### config.mk
export PLATFORM = sky130hd
export DESIGN_NAME = extend_pipe
export DESIGN_NICKNAME = d
export VERILOG_FILES = /design/src/rtl/extend_pipe.sv
export SDC_FILE = /design/constraint.sdc
export NUM_CORES = 1
export LEC_CHECK = 0
export ABC_AREA = 0
export BUFFER_PORTS_ARGS = -buffer_cell sky130_fd_sc_hd__buf_2
export CAP_MARGIN = 20
export CORE_UTILIZATION = 53
export DETAILED_ROUTE_END_ITERATION = 8
export MAX_ROUTING_LAYER = met4
export PLACE_DENSITY = 0.79
export SETUP_SLACK_MARGIN = 0.15
export SYNTH_ARGS = -nofsm -noshare
export SYNTH_HDL_FRONTEND = slang
export SYNTH_SLANG_ARGS = --single-unit
### constraint.sdc
create_clock -name clk -period 1.63 [get_ports clk]
set_input_delay 0.326 -clock clk [delete_from_list [all_inputs] [get_ports clk]]
set_output_delay 0.326 -clock clk [all_outputs]
set_load 0.1 [all_outputs]
### src/rtl/extend_pipe.sv
// Two-stage immediate extender: runtime field width, sign/zero extend
// or sign-extend-and-shift, with valid/ready on both sides.
module extend_pipe #(
  parameter int IN_W  = 8,
  parameter int OUT_W = 16,
  parameter int SH_W  = 2
) (
  input  logic                     clk,
  input  logic                     reset,
  input  logic                     in_valid,
  output logic                     in_ready,
  input  logic [IN_W-1:0]          in_data,
  input  logic [$clog2(IN_W)-1:0]  in_wsel,
  input  logic [1:0]               in_mode,
  input  logic [SH_W-1:0]          in_shamt,
  output logic                     out_valid,
  input  logic                     out_ready,
  output logic [OUT_W-1:0]         out_data,
  output logic                     out_ovf,
  output logic                     out_err
);

  localparam int WD = OUT_W + (1 << SH_W) - 1;

  typedef enum logic [1:0] {
    M_SEXT = 2'b00,
    M_ZEXT = 2'b01,
    M_SHL  = 2'b10,
    M_RSV  = 2'b11
  } mode_e;

  typedef struct packed {
    logic [WD-1:0]   val;
    logic            shl;
    logic [SH_W-1:0] shamt;
    logic            err;
  } s1_t;

  s1_t           s1_d;
  s1_t           s1_q;
  logic          s1_v;
  logic          s2_v;
  logic          s2_load;
  logic          accept;
  logic          sign;
  logic          fill;
  logic          bad;
  logic          shl;
  logic [WD-1:0] shifted;
  logic          ovf_d;

  assign s2_load   = !s2_v || out_ready;
  assign in_ready  = !reset && (!s1_v || s2_load);
  assign accept    = in_valid && in_ready;
  assign out_valid = s2_v;

  always_comb begin
    sign = 1'b0;
    fill = 1'b0;
    shl  = 1'b0;
    bad  = 1'b0;
    s1_d = '0;
    for (int i = 0; i < IN_W; i++) begin
      if (i == int'(in_wsel)) sign = in_data[i];
    end
    unique case (mode_e'(in_mode))
      M_SEXT: fill = sign;
      M_ZEXT: fill = 1'b0;
      M_SHL: begin
        fill = sign;
        shl  = 1'b1;
      end
      M_RSV: bad = 1'b1;
    endcase
    if (int'(in_wsel) >= IN_W) bad = 1'b1;
    s1_d.val = {WD{fill}};
    for (int i = 0; i < IN_W; i++) begin
      if (i <= int'(in_wsel)) s1_d.val[i] = in_data[i];
    end
    s1_d.shl   = shl;
    s1_d.shamt = in_shamt;
    if (bad) begin
      s1_d     = '0;
      s1_d.err = 1'b1;
    end
  end

  // overflow: anything above the OUT_W sign bit disagrees with it
  always_comb begin
    shifted = s1_q.val;
    if (s1_q.shl) shifted = s1_q.val << s1_q.shamt;
    ovf_d = s1_q.shl &&
            !((&shifted[WD-1:OUT_W-1]) ||
              !(|shifted[WD-1:OUT_W-1]));
  end

  always_ff @(posedge clk or posedge reset) begin
    if (reset) begin
      s1_v     <= 1'b0;
      s1_q     <= '0;
      s2_v     <= 1'b0;
      out_data <= '0;
      out_ovf  <= 1'b0;
      out_err  <= 1'b0;
    end else begin
      if (accept) begin
        s1_v <= 1'b1;
        s1_q <= s1_d;
      end else if (s2_load) begin
        s1_v <= 1'b0;
      end
      if (s2_load) begin
        s2_v <= s1_v;
        if (s1_v) begin
          out_data <= shifted[OUT_W-1:0];
          out_ovf  <= ovf_d;
          out_err  <= s1_q.err;
        end
      end
    end
  end

endmodule

==> flow_summary_export.csv <==
group,metric,value,unit
status,status,"complete, but fails checks",
status,violations,"DRC, setup timing",
clocking,clockBufferDepth,2,
die,die_y,57.5,um
synthesis,synth_area_per_cell,9.17,um^2
place,dp_hpwl,2550,um
grt,grt_usage,23.8,%
die,core,0.00283,mm^2
timing,hold_viol,0,
synthesis,synth_most_common_cell,"dfrtp_1",
timing,worst_slack,-0.0361,ns
setup_path,cp_max_fo,3,
synthesis,synth-edff-count,0,
die,pin_count,39,
setup_path,end_kind,"output port",
synthesis,synth_cells,178,
power,p_leak,0.930,nW
place,gp_congestion,0.864,
detailed_routing,drtAntennaViolNets,0,
timing,drv_slew,0,
timing,finalCritPeriodShare,102,%
synthesis,async_reset_ff_share,100,%
layout,antenna_cells,0,
setup_path,crit_type,"flop to output port",
power,vdd_drop_max,0.000816,V
synthesis,synthFlopType,"dfrtp_1",
setup_path,worst-endpoint-arrival,1.34,ns
detailed_routing,vias,1454,
min_path,hold_class,"primary input to async pin",
detailed_routing,wl_per_cell,15.4,um
detailed_routing,post-route-drc-count,4,
synthesis,yosysTopAreaCell,"dfrtp_1",
timing,period_minus_slack,1.67,ns
synthesis,synth_warnings,0,
detailed_routing,drt_iter0_drc,48,
timing,setup_viol,1,
flow_run,drv_cap,0,
setup_path,reg2reg_slack,0.04,ns
synthesis,netlist_area,0.00163,mm^2
clocking,cts-root-buf,"clkbuf_4",
clocking,cts_num_sinks,28,
timing,finClkSkew,0.00825,ns
die,initial_core_util,57.7,%
layout,fin_nets,235,
setup_path,worstPathRequired,1.30,ns
layout,fill_cells,202,
clocking,clk_pin_slew,0.16,ns
synthesis,yosys-top-cells-count,"dfrtp_1 (28), nand2_1 (25), mux2i_1 (12), o21ai_0 (12), nor2_1 (10)",
setup_path,timing.rr.end,"s1_q[2]$_DFFE_PP0P_",
clocking,h-tree-depth,1,
clocking,cts_buffers,3,
die,die_w,57.5,um
detailed_routing,first_pass_iters,6,
place,placed_area,0.00182,mm^2
setup_path,reg2regPathDepth,8,
synthesis,synth_top_area_share,42.9,%
layout,design_area,0.00203,mm^2
synthesis,syn_nets,197,
grt,grt_pass1_vias,1326,
setup_path,timing.rr.start,"out_valid$_DFFE_PP0N_",
clocking,cts_tree,"done",
grt,grt_pass1_wl,5920,um
grt,overflow,0,
synthesis,yosys_register_bits,28,
clocking,clock_latency,0.34,ns
power,fin_total_pwr,2.96,mW
grt,grt_max_degree,23,
timing,holdWs,0.0579,ns
power,p_per_area,1460,mW/mm^2
grt,antenna_found_initial,0,
place,port_buffers,37,
timing,rsz0062_at_grt,"yes",
die,die_area,0.00331,mm^2
detailed_routing,viasPerCell,5.91,
synthesis,yosysUniqueCellTypes,39,
die,rows,19,
synthesis,synth_area_leaders,"dfrtp_1 (43%), mux2i_1 (7.4%), nand2_1 (5.7%)",
timing,fmax,600,MHz
detailed_routing,routed_wl,3780,um
synthesis,ys_seq_area_share,42.9,%
setup_path,startpoint_type,"flop",
layout,syn_to_final_growth,24.1,%
layout,drive_gt1_share,35.8,%
==> layer usage <==
| metal | track usage [%] | share of wire [%] | vias up |
|---|---|---|---|
| li1 | - | - | 707 |
| met1 | 28.6 | 43 | 693 |
| met2 | 39.9 | 51 | 46 |
| met3 | 2.27 | 3.7 | 8 |
| met4 | 11.5 | 2.5 | 0 |
| met5 | - | 0 | - |
==> worst max-delay path, stage by stage, from the launching register on <==
cell and delay (ns):
dfrtp_4 0.51, nand3b_1 0.15, and2_4 0.17, buf_12 0.16
==> registers in the layout, indices dropped and copies added, names as in the netlist <==
signal,cells
out_data,12
out_err,1
out_valid,1
s1_q,13
s1_v,1
==> logic make-up (layout without fill, tap and decap cells) <==
logic type      count (synthesis)  after routing  synth area share, %
simple gates                   68             68                 21.5
compound gates                 41             41                 15.6
other cells                     1              1                0.230
flops                          28             28                 42.9
buf+inv                        24             61                 8.35
mux                            16             16                 11.5
==> power by group <==
part,leakage [nW],internal [mW],switching (mW)
sequential,0.352,0.844,0.146
clock,0.0150,0.0964,0.215
combinational,0.562,0.381,1.28
total,0.930,1.32,1.64
==> through the flow <==
step | util, % | instances | worst slack, ns | setup TNS [ns]
detailed placement | 64.5 | 236 | 0.122 | 0
finish | 71.6 | 246 | -0.0361 | -0.0361
floorplan | - | 178 | 0.0335 | 0
global route | 71.6 | 246 | -0.0685 | -0.136
global placement | 64.5 | 236 | 0.169 | 0
CTS | 67.1 | 243 | 0.00341 | 0
==> cell type report <==
type                            instances  area (um^2)  area share, %
Sequential cell                        28          707           34.9
Clock buffer                            4         26.3           1.30
Timing Repair Buffer                   50          348           17.2
Inverter                                7         30.0           1.48
Tap cell                               31         38.8           1.91
Multi-Input combinational cell        126          877           43.3
==> worst max path at each step <==
stage | end | cells past startpoint | start | slack (ns)
detailed placement | s1_q[6]$_DFFE_PP0P_ | 5 | out_valid$_DFFE_PP0N_ | 0.12
global route | in_ready | 3 | out_valid$_DFFE_PP0N_ | -0.07
global placement | s1_q[6]$_DFFE_PP0P_ | 5 | out_valid$_DFFE_PP0N_ | 0.17
floorplan | in_ready | 2 | reset | 0.03
finish | in_ready | 3 | out_valid$_DFFE_PP0N_ | -0.04
CTS | in_ready | 3 | out_valid$_DFFE_PP0N_ | 0.003
==> cells in the final DEF (no fill, tap or decap), types with 6 or more instances in the layout <==
master    count
dfrtp_1      25
mux2i_1      12
buf_2        23
o21ai_0      10
inv_1         6
nand3_1       6
buf_4        13
nor2_1        8
nand2_1      25
clkbuf_4     11
a21oi_1       7
==> repair_timing <==
| item | in CTS | in global routing |
|---|---|---|
| hold endpoints to repair | 1 | 1 |
| gates resized for setup | 9 | 28 |
| pin swaps | 4 | 4 |
| endpoints found under the setup margin | 10 | 25 |
| setup buffers | 3 | 2 |
No activity file was read; power rests on OpenSTA's default activity.
